[config.mk]
export PLATFORM = sky130hd
export DESIGN_NAME = lifo_register_flat
export DESIGN_NICKNAME = d
export VERILOG_FILES = /design/src/rtl/lifo_register_if.sv /design/src/rtl/lifo_register.sv /design/src/flat_wrapper.sv
export SDC_FILE = /design/constraint.sdc
export NUM_CORES = 1
export LEC_CHECK = 0
export CORE_MARGIN = 2
export CORE_UTILIZATION = 35
export CTS_CLUSTER_SIZE = 25
export DETAILED_ROUTE_END_ITERATION = 6
export GPL_TIMING_DRIVEN = 0
export PLACE_DENSITY_LB_ADDON = 0.3
export REMOVE_ABC_BUFFERS = 1
export SLEW_MARGIN = 20
export SYNTH_ARGS = -nofsm -noshare
export SYNTH_HDL_FRONTEND = slang
export SYNTH_SLANG_ARGS = --single-unit
[constraint.sdc]
create_clock -name clk -period 5.55 [get_ports clk]
set_clock_uncertainty 0.1 [all_clocks]
set_input_delay 1.11 -clock clk [delete_from_list [all_inputs] [get_ports clk]]
set_output_delay 1.11 -clock clk [all_outputs]
set_load 0.03 [all_outputs]
[src/rtl/lifo_register_if.sv]
// Control/status bundle between a stack controller (master) and lifo_register (slave).
// Zero latency: status fields reflect stored state; no handshake, no backpressure.
// Controller must consult full/empty itself to avoid raising ovf/udf.
interface lifo_register_if #(
    parameter int WIDTH = 12,
    parameter int DEPTH = 8
);
    logic                     push;
    logic                     pop;
    logic                     clr_err;
    logic [WIDTH-1:0]         d;
    logic [WIDTH-1:0]         q;
    logic [$clog2(DEPTH):0]   count;
    logic                     empty;
    logic                     full;
    logic                     ovf;
    logic                     udf;

    modport master (
        output push, pop, clr_err, d,
        input  q, count, empty, full, ovf, udf
    );

    modport slave (
        input  push, pop, clr_err, d,
        output q, count, empty, full, ovf, udf
    );
endinterface

[src/rtl/lifo_register.sv]
// LIFO register stack (return-address / operand stack) with push, pop and replace-top.
// Latency: zero cycles from state; an operation sampled at edge N is visible right after edge N.
// No backpressure: illegal push/pop is dropped and recorded in sticky ovf/udf flags.
module lifo_register #(
    parameter int               WIDTH   = 12,
    parameter int               DEPTH   = 8,
    parameter logic [WIDTH-1:0] RST_VAL = '0
) (
    input  logic               clk,
    input  logic               rst,
    lifo_register_if.slave     bus
);
    localparam int AW = $clog2(DEPTH);
    localparam int CW = AW + 1;

    logic [WIDTH-1:0] mem_q [DEPTH];
    logic [CW-1:0]    sp_q, sp_d;
    logic             ovf_q, ovf_d;
    logic             udf_q, udf_d;

    logic             is_empty;
    logic             is_full;
    logic [AW-1:0]    top_idx;
    logic             wr_en;
    logic [AW-1:0]    wr_idx;

    assign is_empty = (sp_q == '0);
    assign is_full  = (sp_q == CW'(DEPTH));
    // At sp==DEPTH the low index bits are zero, so the wrap yields DEPTH-1.
    assign top_idx  = sp_q[AW-1:0] - AW'(1);

    always_comb begin
        sp_d   = sp_q;
        wr_en  = 1'b0;
        wr_idx = '0;
        ovf_d  = bus.clr_err ? 1'b0 : ovf_q;
        udf_d  = bus.clr_err ? 1'b0 : udf_q;

        case ({bus.push, bus.pop})
            2'b10: begin
                if (is_full) begin
                    ovf_d = 1'b1;
                end else begin
                    wr_en  = 1'b1;
                    wr_idx = sp_q[AW-1:0];
                    sp_d   = sp_q + CW'(1);
                end
            end
            2'b01: begin
                if (is_empty) begin
                    udf_d = 1'b1;
                end else begin
                    sp_d = sp_q - CW'(1);
                end
            end
            2'b11: begin
                wr_en = 1'b1;
                if (is_empty) begin
                    // Nothing to replace: the push still happens but the pop is an underflow.
                    wr_idx = '0;
                    sp_d   = CW'(1);
                    udf_d  = 1'b1;
                end else begin
                    wr_idx = top_idx;
                end
            end
            default: begin
                sp_d = sp_q;
            end
        endcase
    end

    always_ff @(posedge clk or negedge rst) begin
        if (!rst) begin
            sp_q  <= '0;
            ovf_q <= 1'b0;
            udf_q <= 1'b0;
            for (int i = 0; i < DEPTH; i++) begin
                mem_q[i] <= RST_VAL;
            end
        end else begin
            sp_q  <= sp_d;
            ovf_q <= ovf_d;
            udf_q <= udf_d;
            if (wr_en) begin
                mem_q[wr_idx] <= bus.d;
            end
        end
    end

    assign bus.q     = is_empty ? RST_VAL : mem_q[top_idx];
    assign bus.count = sp_q;
    assign bus.empty = is_empty;
    assign bus.full  = is_full;
    assign bus.ovf   = ovf_q;
    assign bus.udf   = udf_q;
endmodule

[src/flat_wrapper.sv]
// flat-port wrapper written by rule: the top's interface ports become plain ports
module lifo_register_flat 
#(
    parameter int               WIDTH   = 12,
    parameter int               DEPTH   = 8,
    parameter logic [WIDTH-1:0] RST_VAL = '0
)
  (clk, rst, bus_push, bus_pop, bus_clr_err, bus_d, bus_q, bus_count, bus_empty, bus_full, bus_ovf, bus_udf);
  lifo_register_if #(.WIDTH(WIDTH), .DEPTH(DEPTH)) bus_i ();
  input  logic clk;
  input  logic rst;
  input wire logic [$bits(bus_i.push)-1:0] bus_push;
  input wire logic [$bits(bus_i.pop)-1:0] bus_pop;
  input wire logic [$bits(bus_i.clr_err)-1:0] bus_clr_err;
  input wire logic [$bits(bus_i.d)-1:0] bus_d;
  output wire logic [$bits(bus_i.q)-1:0] bus_q;
  output wire logic [$bits(bus_i.count)-1:0] bus_count;
  output wire logic [$bits(bus_i.empty)-1:0] bus_empty;
  output wire logic [$bits(bus_i.full)-1:0] bus_full;
  output wire logic [$bits(bus_i.ovf)-1:0] bus_ovf;
  output wire logic [$bits(bus_i.udf)-1:0] bus_udf;
  assign bus_i.push = bus_push;
  assign bus_i.pop = bus_pop;
  assign bus_i.clr_err = bus_clr_err;
  assign bus_i.d = bus_d;
  assign bus_q = bus_i.q;
  assign bus_count = bus_i.count;
  assign bus_empty = bus_i.empty;
  assign bus_full = bus_i.full;
  assign bus_ovf = bus_i.ovf;
  assign bus_udf = bus_i.udf;
  lifo_register #(.WIDTH(WIDTH), .DEPTH(DEPTH), .RST_VAL(RST_VAL)) u_core (.clk(clk), .rst(rst), .bus(bus_i));
endmodule
* Word level (Yosys, flattened, before mapping)
Index checks and enable logic that the tools add are counted.
** Word-level totals
- Flip-flop bits (word level) :: 102
- Word-level logic and storage cells :: 53
- Input bits :: 17
** Cells by class
- Equality and inequality tests :: 7
- Add/subtract/negate cells :: 3
- Order comparisons :: 3
- Bitwise operators :: 2
- Reductions and logical operators :: 5
- Muxes and demuxes :: 22
** Operators with widths (number)
- bitwise mux 96 bit :: 1
- 2-to-1 mux 12 bit :: 4
- binary-select mux 12 bit (select 3 bit) :: 1
- demux 12 bit (select 3 bit) :: 1
- 2-to-1 mux 4 bit :: 3
- case mux 4 bit (3 select lines) :: 1
- greater-or-equal comparator 4 bit, second input constant :: 2
- inverter 3 -> 4 bit :: 2
- 2-to-1 mux 1 bit :: 7
- 2-to-1 mux 3 bit :: 2
- case mux 3 bit (2 select lines) :: 1
- adder 4 x 1 -> 4 bit, second input constant :: 1
- == test 2 bit, second input constant :: 2
- == test 4 bit, second input constant :: 1
- logical NOT 4 bit :: 1
- < comparator 4 x 1 -> 1 bit, second input constant :: 1
- inequality test 2 bit, second input constant :: 2
- AND reduction 4 bit :: 1
- subtractor 4 x 1 -> 4 bit, second input constant :: 1
- nonzero test 3 bit :: 1
- subtractor 3 x 1 -> 3 bit, second input constant :: 1
- == test 2 x 1 -> 1 bit, second input constant :: 1
- inequality test 2 x 1 -> 1 bit, second input constant :: 1
- case mux 1 bit (2 select lines) :: 1
- 2 further kinds :: 2

* Depth between registers and ports, before layout
- Word-level depth :: 9
- Depth in mapped cells :: 12

* Worst setup path after synthesis
No wires, ideal clock.
- Path kind :: register to output
- Start :: reg u_core.sp_q[0] (netlist: u_core.bus.count[0])
- End :: out bus_q[0]
- Stages on the path, launching flop included :: 10
- Setup slack :: 1.442 ns
- Required time :: 4.340 ns
- Data arrival time :: 2.898 ns
- Path buffers :: 4
- Path through :: dfrtp_1 buf_2 buf_2 inv_1 ha_1 clkbuf_1 clkbuf_1 mux4_2 nand2_1 a31oi_1
** Between the ends
- Word-level cells in the longest chain between the ends :: 6
** RTL lines
- from (decl) :: RTL line lifo_register.sv:17 : logic [CW-1:0] sp_q, sp_d;
- from (signal assigned) :: RTL line lifo_register.sv:82 : sp_q <= sp_d;
- subtractor 3 x 1 -> 3 bit :: RTL line lifo_register.sv:30 : assign top_idx = sp_q[AW-1:0] - AW'(1);
- inverter 3 -> 4 bit (implied by the code) :: RTL line lifo_register.sv:91 : assign bus.q = is_empty ? RST_VAL : mem_q[top_idx];
- binary-select mux 12 bit (select 3 bit) :: RTL line lifo_register.sv:91
- 2-to-1 mux 12 bit (implied by the code) (2 in a row) :: RTL line lifo_register.sv:91
- 2-to-1 mux 12 bit * :: RTL line lifo_register.sv:91
- to (decl) :: RTL line flat_wrapper.sv:16 : output wire logic [$bits(bus_i.q)-1:0] bus_q;
Mark *: on every way between the ends. The rest lies on a longest branch, timed or not. The select of a mux whose other input is x is not followed.

* Worst setup path in the final report
- Start :: reg u_core.sp_q[0] (netlist: u_core.bus.count[0])
- End :: out bus_q[8]
The elaborated chain is that of the path after synthesis.

==> summary.md <==
| Metric | Value |
|---|---|
| Hold crit path type | `flip-flop to flip-flop` |
| Unique masters post-synth | `57` |
| Sw Ratio | `37.9%` |
| Initial antenna violation count | `0` |
| Row Count | `44` |
| Yosys top cell by area | `dfrtp_1` |
| FFs w/ async S/R, synth | `100%` |
| Worst skew pair latency | `0.34 ns` |
| Clock power frac | `14.9%` |
| First-pass GRT wire length | `19.2 mm` |
| Crit end category | `output port` |
| Crit path time final | `5.27 ns` |
| Core ar. | `14600 µm²` |
| Post-Syn Area | `5250 µm²` |
| CTS tree | `built` |
| DRT Pass-1 Iters | `4` |
| RSZ-0062 raised after global routing | `false` |
| Yosys reg bits | `102` |
| Largest net degree at the start of global routing | `58` |
| Highest Clock Rate | `190 MHz` |
| Routability Congestion | `0.728` |
| PD cells | `695 nW/µm²` |
| Combinational Power Share | `51.2%` |
| Max Slew Vio Count | `0` |
| Aggregate global routing overflow | `0` |
| Post-route ant nets | `0` |
| Part of the Yosys area used for sequential elements | `48.6%` |
| Ant diodes | `0` |
| CTS Buf Count | `9` |
| Area Growth Syn to Fin | `15.6%` |
| EDFF count, synth | `0` |
| Final net count | `422` |
| Vias in the first global route | `3478` |
| Clock sink total | `102` |
| Cell with the most instances after synthesis | `dfrtp_1` |
| Crit path kind | `flip-flop to output port` |
| FF/Latch Area | `2560 µm²` |
| WL/cell | `20.1 µm` |
| Root buffer cell | `clkbuf_16` |
| Fillers | `1330` |
| Status | `completed` |
| Slew @ Worst Pin | `1.04 ns` |
| CTS Buffer Depth | `2` |
| Hold Violations, Final | `0` |
| PortBufs | `36` |
| DP Worst Slack | `-0.129 ns` |
| Height of the die | `126 µm` |
| Max-cap viol count | `0` |
| Final worst path period share | `94.9%` |
| Leakage | `0.00246 µW` |
| DRC | `0` |
| Starting Density | `36.0%` |
| Worst Path Arrival | `4.06 ns` |
| Crit path max fanout | `40` |
| Setup TNS | `0 ns` |
| P_int | `2620 µW` |
| CTS clk-pin slew, worst paths | `0.07 ns` |
| CP startpoint kind | `flip-flop` |
| Flop pwr share | `33.9%` |
| All-Layer GR Usage | `15.4%` |
| VDD IR max | `0.000484 V` |
| Die area | `16000 µm²` |
| Primary FF master, synth | `dfrtp_1` |
| Chip Width | `126 µm` |
| Total Wirelength | `11.9 mm` |
| Post-layout util | `41.6%` |
| YS warnings | `0` |
| CP required | `4.34 ns` |
| Ratio of cells with drive above 1 in the final layout | `33.8%` |
| DR vias/cell | `5.65` |
| Top cell type's share of synthesized area | `48.6%` |
| Synthesized area per cell | `13.8 µm²` |
| Multi-input gate area | `2520 µm²` |
| Area contributors post-synth | `dfrtp_1, mux2_2, mux4_2, mux2_1, mux2_4` |
| Final setup margin | `0.283 ns` |
| Net switching power | `1600 µW` |
| Final Setup Violations | `0` |
| Syn Inst Count | `379` |
| Max_slew headroom | `30.6%` |
| Most frequent cells after synthesis | `dfrtp_1, mux2_2, nand2_1, mux4_2, mux2_1` |
| Via count | `3328` |
| IO Pins | `37` |
| CTS H-Tree Depth | `3` |
| Hpwl dp | `7.35 mm` |
| 1st-iter DRT viols | `232` |
[critical path: stages, from the launching register on]
cell             delay [ns]
dfrtp_4                0.74
inv_1                  0.17
ha_2                   0.54
clkinv_2               0.54
nor2_4                 0.54
a221oi_1               0.15
a31oi_1                0.28
clkdlybuf4s50_1        0.72
[cells by family (layout without fill, tap and decap cells)]
family,after synthesis,in the layout,synth area share (%)
xor+xnor,1,1,0.167
flops,102,102,48.6
simple gates,57,57,6.37
buf+inv,38,64,3.58
compound gates,55,55,8.13
mux,122,122,32.0
fa+ha+maj,4,4,1.10
[through the flow]
stage	cells	area (µm²)	power, µW	hold WS (ns)
final	589	6070	4220	0.388
after floorplan	349	5090	2920	0.353
after global placement	569	5680	3530	0.363
after global routing	589	6070	4490	0.409
after CTS	588	6060	4260	0.390
after detailed placement	573	5760	3610	0.374
[cell type report]
cell class,instances,area share (%)
flip-flops and latches,102,42.1
multi-input cells,239,41.6
repair buffers,41,7.15
clock buffers,12,4.06
well taps,184,3.79
clock inverters,3,0.722
inverters,8,0.515
[layer usage]
| metal | wire length (µm) | global-route usage, % | vias up |
|---|---|---|---|
| met2 | 5780 | 25.3 | 79 |
| li1 | - | - | 1492 |
| met3 | 714 | 4.22 | 10 |
| met1 | 5190 | 20.2 | 1747 |
| met5 | 0 | 0 | - |
| met4 | 180 | 4.07 | 0 |
[path summary, 6_finish.rpt]
path                       depth (start not counted)  slack (ns)                to           startpoint
min in group asynchronous                          1        0.63  u_core.mem_q[62]                  rst
setup reg to reg                                   6        1.59  u_core.mem_q[75]  u_core.bus.count[0]
max in group asynchronous                          2        4.12  u_core.mem_q[31]                  rst
hold reg to reg                                    1        0.39  u_core.mem_q[66]     u_core.mem_q[66]
setup / recovery                                   7        0.28          bus_q[8]  u_core.bus.count[0]
hold / removal                                     1        0.39  u_core.mem_q[66]     u_core.mem_q[66]
[placed cells by master (no fill, tap or decap), drive strengths merged, types with 3 or more instances in the layout]
cell type,instances
clkinv,3
dfrtp,102
mux2,97
clkdlybuf4s50,35
a221oi,12
ha,3
nand2b,4
a21oi,5
nand2,28
clkbuf,12
inv,7
nand4,3
nand3,3
a31oi,14
mux4,24
buf,6
nor2,6
[power by group through the flow]
stage          registers [µW]  clock network [µW]  logic [µW]
3_5_place_dp             1450                   0        2170
4_1_cts                  1440                 643        2180
5_1_grt                  1490                 676        2330
3_3_place_gp             1410                   0        2120
2_1_floorplan            1360                   0        1560
6_report                 1430                 626        2160
[flip-flops by register name (all words and copies together), names as in the netlist]
signal and count:
u_core.mem_q 96, u_core.bus.ovf 1, u_core.bus.count 4, u_core.bus.udf 1
[what timing repair did]
item,CTS,global route
hold buffers,0,0
resized for setup,2,0
setup endpoints to repair,12,0
buffers inserted,0,0
No activity file was read; power rests on OpenSTA's default activity.
